--- config.mk ---
export PLATFORM = sky130hd
export DESIGN_NAME = ex_muldiv
export DESIGN_NICKNAME = d
export VERILOG_FILES = /design/src/rtl/ex_muldiv.sv
export SDC_FILE = /design/constraint.sdc
export NUM_CORES = 1
export LEC_CHECK = 0
export BUFFER_PORTS_ARGS = -buffer_cell sky130_fd_sc_hd__buf_2
export CAP_MARGIN = 20
export CORE_UTILIZATION = 30
export DETAILED_ROUTE_END_ITERATION = 10
export SYNTH_ARGS = -nofsm -noshare
export SYNTH_HDL_FRONTEND = slang
export SYNTH_SLANG_ARGS = --single-unit
--- constraint.sdc ---
create_clock -name clock -period 7 [get_ports clock]
set_clock_uncertainty 0.2 [all_clocks]
set_input_delay 0.7 -clock clock [delete_from_list [all_inputs] [get_ports clock]]
set_output_delay 0.7 -clock clock [all_outputs]
set_load 0.005 [all_outputs]
--- src/rtl/ex_muldiv.sv ---
// Iterative unsigned multiply/divide unit for the EX stage: shift-add multiplier
// and restoring divider, one bit per cycle, result returned with a one-cycle done pulse.
module ex_muldiv #(
  parameter int WIDTH = 32,
  parameter int CNT_W = 5
) (
  input  logic             clock,
  input  logic             reset,
  input  logic             inStart,
  input  logic [1:0]       inOp,
  input  logic [WIDTH-1:0] inR1,
  input  logic [WIDTH-1:0] inR2,
  input  logic [4:0]       inWriteRegister,
  output logic             outBusy,
  output logic             outDone,
  output logic [WIDTH-1:0] outResult,
  output logic [4:0]       outWriteRegister
);

  // Handshake: a request (inStart) is taken on any edge where the unit is not
  // busy (IDLE or DONE); outBusy=1 tells ID/EX to hold, outDone is a one-cycle
  // valid pulse with no back-pressure, and outResult holds until the next pulse.

  typedef enum logic [1:0] {S_IDLE, S_RUN, S_DONE} state_t;

  localparam logic [CNT_W-1:0] LAST = CNT_W'(WIDTH - 1);

  state_t           r_state;
  state_t           w_state_nx;
  logic [CNT_W-1:0] r_cnt;
  logic [1:0]       r_op;
  logic [4:0]       r_wr;
  logic [WIDTH-1:0] r_hi;
  logic [WIDTH-1:0] r_lo;
  logic [WIDTH-1:0] r_b;
  logic [WIDTH-1:0] r_result;
  logic [4:0]       r_wr_out;

  logic             w_accept;
  logic             w_last;
  logic             w_is_div;
  logic [WIDTH:0]   w_add;
  logic [WIDTH:0]   w_shift;
  logic [WIDTH-1:0] w_diff;
  logic             w_borrow;
  logic [WIDTH-1:0] w_hi_nx;
  logic [WIDTH-1:0] w_lo_nx;
  logic [WIDTH-1:0] w_result_nx;

  assign w_accept = inStart && (r_state != S_RUN);
  assign w_last   = (r_cnt == LAST);
  assign w_is_div = r_op[1];

  // Multiply: r_hi:r_lo is the product with the multiplier draining out of r_lo.
  // Divide: r_hi is the remainder, r_lo shifts the dividend out and the quotient in.
  always_comb begin
    w_add    = {1'b0, r_hi} + (r_lo[0] ? {1'b0, r_b} : '0);
    w_shift  = {r_hi, r_lo[WIDTH-1]};
    w_borrow = (w_shift < {1'b0, r_b});
    w_diff   = w_shift[WIDTH-1:0] - r_b;
    if (w_is_div) begin
      w_hi_nx = w_borrow ? w_shift[WIDTH-1:0] : w_diff;
      w_lo_nx = {r_lo[WIDTH-2:0], ~w_borrow};
    end else begin
      w_hi_nx = w_add[WIDTH:1];
      w_lo_nx = {w_add[0], r_lo[WIDTH-1:1]};
    end
    case (r_op)
      2'b00:   w_result_nx = w_lo_nx;
      2'b01:   w_result_nx = w_hi_nx;
      2'b10:   w_result_nx = w_lo_nx;
      default: w_result_nx = w_hi_nx;
    endcase
  end

  always_comb begin
    w_state_nx = r_state;
    case (r_state)
      S_IDLE:  if (inStart) w_state_nx = S_RUN;
      S_RUN:   if (w_last) w_state_nx = S_DONE;
      S_DONE:  w_state_nx = inStart ? S_RUN : S_IDLE;
      default: w_state_nx = S_IDLE;
    endcase
  end

  always_ff @(posedge clock) begin
    if (!reset) begin
      r_state  <= S_IDLE;
      r_cnt    <= '0;
      r_op     <= '0;
      r_wr     <= '0;
      r_hi     <= '0;
      r_lo     <= '0;
      r_b      <= '0;
      r_result <= '0;
      r_wr_out <= '0;
    end else begin
      r_state <= w_state_nx;
      if (w_accept) begin
        r_op  <= inOp;
        r_wr  <= inWriteRegister;
        r_cnt <= '0;
        r_hi  <= '0;
        r_b   <= inOp[1] ? inR2 : inR1;
        r_lo  <= inOp[1] ? inR1 : inR2;
      end else if (r_state == S_RUN) begin
        r_hi <= w_hi_nx;
        r_lo <= w_lo_nx;
        if (w_last) begin
          r_result <= w_result_nx;
          r_wr_out <= r_wr;
        end else begin
          r_cnt <= r_cnt + 1'b1;
        end
      end
    end
  end

  assign outBusy          = (r_state == S_RUN);
  assign outDone          = (r_state == S_DONE);
  assign outResult        = r_result;
  assign outWriteRegister = r_wr_out;

endmodule

==> impl_results.md, run 1 <==
- Post-Syn Nets: 1579
- GP Congestion: 0.8982
- Skew-Pair Late Insertion Delay: 0.43 ns
- Vias in the first global route: 9780
- Starting Density: 0.3038
- Via density: 5.409
- Pwr/cell area: 200.0 nW/um^2
- Hold buffer count at CTS: 0
- Max-Cap Viols: 0
- Overflow after GRT: 0
- Top-count cell post-synth: nor2_1
- Pins over their slew limit: 0
- Root Buffer: clkbuf_16
- H-tree Lvls: 4
- Core Area: roughly 35000 sq um
- Library cells used by synthesis: between 60 and 70
- Number of synthesized flops with an enable pin: 0
- CTS tree: yes
- Crit path kind: reg2reg
- Crit-path max FO: 26
- Fmax: 0.2286 GHz
- IO buf count: 112
- Biggest area consumer among synthesized cells: dfxtp_1
- Startpoint types: register
- Avg WL per Cell: approximately 18 microns
- Worst-path clk slew: 0.06 ns
- Register bit total from synthesis: 147
- Die width: 191.6 microns
- Synth top cells by count: nor2_1 (210), a21oi_1 (184), dfxtp_1 (147)
- Final hold vios: 0
- Starting DRT DRC Count: 802
- Overall Global Routing Usage: 0.1905
- FFs w/ async S/R, synth: 0
- Final setup viols: 0
- Yosys top cell area share: 0.2730
- Syn avg cell area: 7.501 sq um
- Die area: 36690 sq um
- Status: complete, no violations
- Total Wirelength: 34.94 mm
- Diode count: 0
- Final #Nets: 1631
- Leak: 5.311 nW
- First-pass iteration count of the detailed router: 6
- Synth Warn #: 0
- Hold WC Path Type: reg2reg
- Initial antenna violation count: 0
- Post-Synthesis Cells: ~1400
- Synth-to-Final Area Change: 13.55%
- # DRC: 0
- RSZ-0062 raised after global routing: false
- Least-Margin Pin Slew: 1.061 ns
- Share of post-route cells with drive strength above 1: 0.1125
- Post-CTS setup buffer count: 0
- DP HPWL: 25.62 mm
- Routed Antenna Nets: 0
- Cts repair resizes: 0
- Total CTS buffers: 17
- Overall Power: ~2.4 mW
- Post-synthesis cell area: roughly 11000 sq um
- Crit path DAT: 4.48 ns
- Synth Flop Type: dfxtp_1
- Maximum buffer depth of the clock tree: 2
- Post-synthesis sequential area ratio: 0.2730
- Period utilization: 0.6249
- Vias: between 10000 and 15000
- Crit-path cells: inv_1 -> ha_1 -> nand2_1 -> nor4_1 -> and3_1 -> a221o_1 -> nand2_2 -> buf_4 -> or3_1 -> mux2_2 -> nand3_1 -> o21ai_1
- Row count: between 60 and 70
- CP endpoint kind: register
- VDD IR max: 0.0001563 V
- Fin util: 0.3449
- Die Ht: between 150 and 200 microns
- Min Clock Period, post-route: 4.374 ns
- CTS Sinks: 147
- Slew HR: 0.2903
- CP required: 7.10 ns
- First-pass GRT wire length: about 55 mm
- Pin count of the biggest net entering global routing: 89
- I/O pins: 113
- Crit path largest cell delay: 0.86 ns
- CP max-delay cell: nor4_1
- Setup TNS Final: 0 ns
- Synth area leaders: dfxtp_1 (27%), mux2i_1 (10%), a21oi_1 (8.5%), ha_1 (7.7%), nor2_1 (7.3%)
-- cell families after synthesis --
logic type | share of synthesized area
flops | 0.2730
compound gates | 0.2511
mux | 0.1093
xor+xnor | 0.04306
fa+ha+maj | 0.08032
simple gates | 0.1935
buf+inv | 0.04968
-- area by class of cell --
| cell class | count | area [sq um] |
|---|---|---|
| tap | 461 | 576.8 |
| clock inverter | 11 | 77.57 |
| inverter | 48 | 180.2 |
| fill | 3736 | 23240 |
| sequential | 147 | 2947 |
| multi-input combinational | 1150 | 7307 |
| clock buffer | 21 | 470.5 |
| timing repair buffer | 125 | 680.7 |
-- state kept, by name (all words and copies together) (netlist names) --
name              cells
outResult            32
r_b                  32
r_hi                 32
r_lo                 32
outWriteRegister      5
r_cnt                 5
r_wr                  5
r_op                  2
r_state               2
-- final timing paths --
kind / cells after the start / endpoint / slack, ns / start
worst max-delay path: 12 / outResult[31]$_SDFFE_PN0P_ / 2.63 / r_b[22]$_SDFFE_PN0P_
worst min-delay path: 2 / outWriteRegister[4]$_SDFFE_PN0P_ / 0.26 / outWriteRegister[4]$_SDFFE_PN0P_
worst max register to register: 12 / outResult[31]$_SDFFE_PN0P_ / 2.63 / r_b[22]$_SDFFE_PN0P_
worst min register to register: 2 / outWriteRegister[4]$_SDFFE_PN0P_ / 0.26 / outWriteRegister[4]$_SDFFE_PN0P_
-- per-stage QoR --
stage / setup slack, ns / instances / area, sq um / hold slack, ns
6_report: 2.626 / 1963 / 12240 / 0.2579
5_1_grt: 2.480 / 1963 / 12240 / 0.2781
4_1_cts: 2.508 / 1962 / 12210 / 0.2595
3_5_place_dp: 2.533 / 1930 / 11660 / 0.2460
3_3_place_gp: 2.512 / 1930 / 11660 / 0.2434
2_1_floorplan: 3.469 / 1437 / 10780 / 0.2321
-- report_power, final --
group / switching, mW / total [mW] / leakage, nW / internal, mW
clock: 0.383 / 0.865 / 0.266 / 0.482
sequential: 0.0507 / 0.931 / 1.20 / 0.881
combinational: 0.408 / 0.652 / 3.84 / 0.244
total: 0.842 / 2.45 / 5.31 / 1.61
-- cell usage in the layout (no fill, tap or decap), types with 4 or more instances in the layout --
cell	netlist	layout
xor2_1	27	27
mux2i_1	111	111
a221oi_1	7	7
clkinv_2	0	4
inv_1	46	46
buf_4	2	13
o21a_1	6	6
a21oi_1	184	184
a311oi_1	4	4
or3_1	5	5
clkbuf_16	0	17
o2111ai_1	4	4
nand3_1	27	27
a31oi_1	20	20
a21o_1	22	22
nand2b_1	11	10
o22ai_1	7	7
a211o_1	5	5
dfxtp_1	147	146
nand4_1	7	7
o21bai_1	5	5
o21ai_1	43	43
nor3_1	35	35
xnor2_1	26	26
o31a_1	6	6
and3_1	6	6
ha_1	66	66
o21ai_0	46	46
a211oi_1	50	50
nand2_1	108	107
nor2_1	210	210
o211ai_1	15	15
and2_1	40	39
nor2b_1	7	7
buf_2	2	111
-- critical path: cells and delay by family (launching register included) --
kind	cells	cell delay, ns
simple gates	6	2.18
flops	1	0.40
buf+inv	2	0.46
mux	1	0.28
fa+ha+maj	1	0.40
compound gates	2	0.30
-- routing by layer --
layer | part of all wire | track usage | vias up
met3 | 0.055 | 0.02992 | 53
met2 | 0.44 | 0.2950 | 328
li1 | - | - | 5261
met5 | 0 | 0 | -
met1 | 0.48 | 0.2661 | 4976
met4 | 0.025 | 0.06502 | 0
No activity file was read; power rests on OpenSTA's default activity.
==> inputs of run 2 (changes only) <==
==> constraint.sdc (replaced) <==
create_clock -name clock -period 4.5 [get_ports clock]
set_clock_uncertainty 0.2 [all_clocks]
set_input_delay 0.45 -clock clock [delete_from_list [all_inputs] [get_ports clock]]
set_output_delay 0.45 -clock clock [all_outputs]
set_load 0.005 [all_outputs]
==> impl_results.md, run 2 (synthesized netlist as in run 1, its figures left out) <==
- I/O pins: 113 (unchanged)
- First-pass GRT wire length: 54.52 mm (about the same)
- Worst R2R Path Depth: 13 (+1)
- VDD IR max: 0.0002306 V (+48%)
- R2R Path End: outResult[29]$_SDFFE_PN0P_
- Slew HR: 0.3439 (+0.05357)
- Max-Cap Viols: 0 (unchanged)
- Switching pwr: 1.317 mW (+56%)
- DP HPWL: 25.91 mm (+1.1%)
- Combinational power share: 0.262 (-0.004)
- Final #Nets: 1641 (+0.61%)
- Period utilization: 0.9065 (+0.2816)
- Cts repair resizes: 0 (unchanged)
- Overall Global Routing Usage: 0.1909 (+0.0003486)
- Int Pwr: 2.566 mW (+60%)
- Fmax: 0.2451 GHz (+7.2%)
- Row count: 69 (unchanged)
- Routed Antenna Nets: 0 (unchanged)
- Diode count: 0 (unchanged)
- Clock share of power: 0.363 (+0.010)
- Die width: 191.6 microns (unchanged)
- Status: complete, but fails checks
- Hold buffer count at CTS: 0 (unchanged)
- WP buf/inv: 0 (-2)
- Pin count of the biggest net entering global routing: 89 (unchanged)
- Failing checks: DRC
- Total CTS buffers: 17 (unchanged)
- Maximum buffer depth of the clock tree: 2 (unchanged)
- Flop pwr share: 0.374 (-0.006)
- Total Wirelength: 35.07 mm (+0.38%)
- Pwr/cell area: 315.2 nW/um^2 (+58%)
- Setup TNS Final: 0 ns (unchanged)
- Hold WC Path Type: in2reg
- Avg WL per Cell: 17.78 microns (-0.13%)
- Starting DRT DRC Count: 730 (-9.0%)
- Leading cell type in the layout, fill and taps excluded: nor2_1
- Crit path kind: reg2reg
- Leak: 5.362 nW (+0.96%)
- Worst-path clk slew: 0.06 ns (about the same)
- CTS tree: yes
- Final setup viols: 0 (unchanged)
- Via density: 5.410 (about the same)
- Filler-free cell count of the finished design: 1973 (+0.51%)
- Initial antenna violation count: 0 (unchanged)
- Vias: 10670 (+0.53%)
- Root Buffer: clkbuf_16
- Crit path DAT: 4.24 ns (-0.24 ns)
- GP Congestion: 0.9000 (+0.20%)
- Min Clock Period, post-route: 4.079 ns (-0.2951 ns)
- # DRC: 2 (+2)
- Overflow after GRT: 0 (unchanged)
- CTS Sinks: 147 (unchanged)
- CP max-delay cell: or4b_1
- First-pass iteration count of the detailed router: 8 (+2)
- Crit-path cells: and2_1 -> ha_1 -> fa_1 -> a21o_1 -> a221o_1 -> o31a_1 -> o21ai_4 -> a2bb2oi_4 -> o211ai_2 -> or4b_1 -> a31oi_1 -> nor3_1 -> o21ai_1
- Hold Startpoint: inWriteRegister[3]
- Hold path cells: 3 (+1)
- CP endpoint kind: register
- Startpoint types: register
- Core Area: 35480 sq um (unchanged)
- Share of post-route cells with drive strength above 1: 0.1184 (+0.005870)
- Placed insts: 1941 (+0.57%)
- Starting Density: 0.3038 (unchanged)
- CP required: 4.66 ns (-2.44 ns)
- Commonest cells after routing, fill and taps aside: nor2_1 (210), a21oi_1 (184), dfxtp_1 (146), mux2i_1 (111), buf_2 (111)
- Post-CTS setup buffer count: 0 (unchanged)
- Switching share of total power: 0.3391 (-0.004675)
- Pins over their slew limit: 0 (unchanged)
- RSZ-0062 raised after global routing: false
- Least-Margin Pin Slew: 0.9842 ns (-0.07644 ns)
- Crit path largest cell delay: 0.52 ns (-0.34 ns)
- IO buf count: 112 (unchanged)
- Vias in the first global route: 9769 (-0.11%)
- Skew-Pair Late Insertion Delay: 0.43 ns (about the same)
- R2r setup slk: 0.42 ns (-2.20 ns)
- FF-to-FF Start: r_lo[0]$_SDFFE_PN0P_
- Synth-to-Final Area Change: 14.29%
- Final hold vios: 0 (unchanged)
- Crit-path max FO: 15 (-42%)
- Die area: 36690 sq um (unchanged)
- H-tree Lvls: 4 (unchanged)
- Delay-heaviest family, CP: compound AO/OA/AOI/OAI gates
- Die Ht: 191.6 microns (unchanged)
- Hold endpoint: r_wr[3]$_SDFFE_PN0P_
## run 2: cell count changes in the layout (fill, tap and decap cells not counted), sizes merged
cell,delta
inv,-1
bufinv,+1
buf,+10
## run 2: how the worst max path moves through the flow
stage / cells after the start / end / startpoint
finish: 13 / outResult[29]$_SDFFE_PN0P_ / r_lo[0]$_SDFFE_PN0P_
floorplan: 13 / outResult[29]$_SDFFE_PN0P_ / r_lo[0]$_SDFFE_PN0P_
detailed placement: 13 / outResult[29]$_SDFFE_PN0P_ / r_lo[0]$_SDFFE_PN0P_
CTS: 13 / r_hi[29]$_SDFFE_PP0P_ / r_lo[0]$_SDFFE_PN0P_
global route: 13 / r_hi[29]$_SDFFE_PP0P_ / r_lo[0]$_SDFFE_PN0P_
global placement: 13 / r_hi[29]$_SDFFE_PP0P_ / r_lo[0]$_SDFFE_PN0P_
## run 2: routing by layer
metal  vias up  wire (microns)  track usage
met5         -               0            0
met4         0             773      0.06013
met3        39            1756      0.02075
met2       332           15750       0.3009
met1      5033           16790       0.2699
li1       5270               -            -
## run 2: worst reg2reg max path: stages, from the launching register on
cell and delay, ns:
dfxtp_1 0.45, and2_1 0.24, ha_1 0.20, fa_1 0.41, a21o_1 0.22, a221o_1 0.35, o31a_1 0.33, o21ai_4 0.25
a2bb2oi_4 0.24, o211ai_2 0.16, or4b_1 0.52, a31oi_1 0.21, nor3_1 0.08, o21ai_1 0.15
## run 2: cell type report
type | count | area (sq um)
clock buffer | 21 | 470.5
clock inverter | 11 | 102.6
fill | 3765 | 23160
inverter | 48 | 180.2
multi-input combinational | 1150 | 7307
sequential | 147 | 2947
tap | 461 | 576.8
timing repair buffer | 135 | 735.7
## run 2: power by group through the flow
stage | sequential (mW) | clock (mW) | combinational (mW)
floorplan | 1.44 | 0 | 0.742
global placement | 1.48 | 0 | 0.992
detailed placement | 1.48 | 0 | 0.999
CTS | 1.45 | 1.42 | 1.01
global route | 1.46 | 1.48 | 1.12
finish | 1.45 | 1.41 | 1.02
## run 2: through the flow
stage | utilization | power (mW) | area, sq um | hold slack (ns) | setup slack [ns]
3_5_place_dp | 0.3310 | 2.479 | 11750 | 0.2484 | 0.4951
2_1_floorplan | - | 2.179 | 10780 | 0.2321 | 0.9695
6_report | 0.3472 | 3.882 | 12320 | 0.06238 | 0.4207
3_3_place_gp | 0.3310 | 2.473 | 11750 | 0.2388 | 0.5393
5_1_grt | 0.3472 | 4.060 | 12320 | 0.07402 | 0.2664
4_1_cts | 0.3472 | 3.878 | 12320 | 0.05369 | 0.4550
==> inputs of run 3 (changes only) <==
--- a/config.mk
+++ b/config.mk
@@ -9,6 +9,8 @@
 export CAP_MARGIN = 20
 export CORE_UTILIZATION = 30
 export DETAILED_ROUTE_END_ITERATION = 10
+export GPL_ROUTABILITY_DRIVEN = 1
+export PLACE_DENSITY = 0.46
 export SYNTH_ARGS = -nofsm -noshare
 export SYNTH_HDL_FRONTEND = slang
 export SYNTH_SLANG_ARGS = --single-unit
==> impl_results.md, run 3 (synthesized netlist as in run 1, its figures left out) <==
- Core Area: 35480 sq um (unchanged)
- Multi-input gate area: 7310 sq um (about the same)
- Diode count: 0 (unchanged)
- Placed insts: 1949 (+0.41%)
- Die width: 191.6 microns (unchanged)
- Via density: 5.347 (-1.2%)
- Vias in the first global route: 9878 (+1.1%)
- Share of post-route cells with drive strength above 1: 0.1224 (+0.004063)
- Leading cell type in the layout, fill and taps excluded: nor2_1
- First-pass GRT wire length: 59.10 mm (+8.4%)
- Fmax: 0.2499 GHz (+1.9%)
- Worst slack, placed: 0.5380 ns (+0.04292 ns)
- Setup TNS Final: 0 ns (unchanged)
- Pin count of the biggest net entering global routing: 89 (unchanged)
- Pwr/cell area: 321.2 nW/um^2 (+1.9%)
- Crit path DAT: 4.17 ns (-0.07 ns)
- Overall Global Routing Usage: 0.2125 (+0.02169)
- R2r setup slk: 0.50 ns (+0.08 ns)
- FF-to-FF Start: r_lo[0]$_SDFFE_PN0P_
- Fin util: 0.3490 (+0.001834)
- # DRC: 0 (-2)
- Die area: 36690 sq um (unchanged)
- Reg area: 2947 sq um (unchanged)
- Hold buffer count at CTS: 0 (unchanged)
- Commonest cells after routing, fill and taps aside: nor2_1 (210), a21oi_1 (184), dfxtp_1 (146), mux2i_1 (111), buf_2 (111)
- Total CTS buffers: 17 (unchanged)
- H-tree Lvls: 4 (unchanged)
- Pins over their slew limit: 0 (unchanged)
- CP endpoint: r_hi[29]$_SDFFE_PP0P_
- Initial antenna violation count: 0 (unchanged)
- Maximum buffer depth of the clock tree: 2 (unchanged)
- Crit-path max FO: 13 (-2)
- Filler-free cell count of the finished design: 1980 (+0.35%)
- Slew HR: 0.3093 (-0.03456)
- Min Clock Period, post-route: 4.002 ns (-0.07739 ns)
- Least-Margin Pin Slew: 1.036 ns (+0.05185 ns)
- Period utilization: 0.8893 (-0.01720)
- Starting DRT DRC Count: 760 (+4.1%)
- DP HPWL: 28.36 mm (+9.5%)
- GP Congestion: 0.8765 (-2.6%)
- Final setup viols: 0 (unchanged)
- Status: complete, no violations
- Avg WL per Cell: 19.31 microns (+8.6%)
- CP required: 4.67 ns (about the same)
- R2R Path End: r_hi[29]$_SDFFE_PP0P_
- Cts repair resizes: 0 (unchanged)
- Starting Density: 0.3038 (unchanged)
- Routed Antenna Nets: 0 (unchanged)
- Post-CTS setup buffer count: 0 (unchanged)
- Max-Cap Viols: 0 (unchanged)
- I/O pins: 113 (unchanged)
- RSZ-0062 raised after global routing: false
- Row count: 69 (unchanged)
- Crit path from: r_lo[0]$_SDFFE_PN0P_
- Overflow after GRT: 0 (unchanged)
- Vias: 10590 (-0.81%)
- CTS Sinks: 147 (unchanged)
- Worst-path clk slew: 0.07 ns (about the same)
- Hold Startpoint: inWriteRegister[2]
- IO buf count: 112 (unchanged)
- CP max-delay cell: or4b_1
- CTS tree: yes
- Root Buffer: clkbuf_16
- First-pass iteration count of the detailed router: 5 (-3)
- Crit path kind: reg2reg
- Final #Nets: 1649 (+0.49%)
- Fillcell total: 3824 (+1.6%)
- Total Wirelength: 38.23 mm (+9.0%)
- Final hold vios: 0 (unchanged)
- Worst R2R Path Depth: 13 (unchanged)
- Hold WC Path Type: in2reg
- Leak: 5.385 nW (+0.43%)
- Skew-Pair Late Insertion Delay: 0.44 ns (about the same)
- Die Ht: 191.6 microns (unchanged)
- Crit path largest cell delay: 0.53 ns (about the same)
- Crit-path cells: and2_1 -> ha_1 -> fa_1 -> a21o_1 -> a221o_1 -> o31a_1 -> o21ai_4 -> a2bb2oi_4 -> o211ai_2 -> or4b_1 -> a31oi_1 -> nor3_1 -> nor3_2
- Synth-to-Final Area Change: 14.89%
- Hold WS: 0.04264 ns (-0.01974 ns)
- CP endpoint kind: register
- Startpoint types: register
- VDD IR max: 0.0002527 V (+9.6%)
- Fin worst setup slack: 0.4981 ns (+0.07739 ns)
run 3: area by class of cell:
type	instances	area share
Clock inverter	11	0.01041
Tap cell	461	0.04657
Inverter	48	0.01455
Multi-Input combinational cell	1150	0.5902
Timing Repair Buffer	143	0.06426
Clock buffer	20	0.03607
Sequential cell	147	0.2379
run 3: how the worst min path moves through the flow:
| stage | end | cells past startpoint |
|---|---|---|
| finish | r_wr[2]$_SDFFE_PN0P_ | 3 |
| global route | r_wr[4]$_SDFFE_PN0P_ | 3 |
| CTS | r_wr[2]$_SDFFE_PN0P_ | 3 |
| detailed placement | outResult[4]$_SDFFE_PN0P_ | 2 |
| global placement | outWriteRegister[4]$_SDFFE_PN0P_ | 2 |
| floorplan | outWriteRegister[0]$_SDFFE_PN0P_ | 2 |
run 3: metal layers:
layer  vias to the layer above  global-route usage  wire (microns)
met5                         -                   0               0
li1                       5287                   -               -
met1                      4998              0.3111           19380
met2                       264              0.3179           16320
met3                        39             0.03286            1937
met4                         0             0.05952             594
run 3: where the power goes:
group          switching (mW)  total [mW]  internal [mW]
clock                   0.627        1.46          0.832
combinational           0.669        1.07          0.403
sequential             0.0776        1.45           1.37
run 3: stage by stage:
step	total power [mW]	cell area (sq um)
floorplan	2.179	10780
global placement	2.533	11810
detailed placement	2.532	11810
CTS	4.011	12380
global route	4.181	12380
finish	3.978	12380
run 3: worst max-delay path: cells and delay by family, from the launching register on:
family | cells | cell delay [ns]
adder cells (fa/ha/maj) | 2 | 0.61
AO/OA/AOI/OAI | 7 | 1.74
AND/OR/NAND/NOR | 4 | 0.96
flip-flops | 1 | 0.42
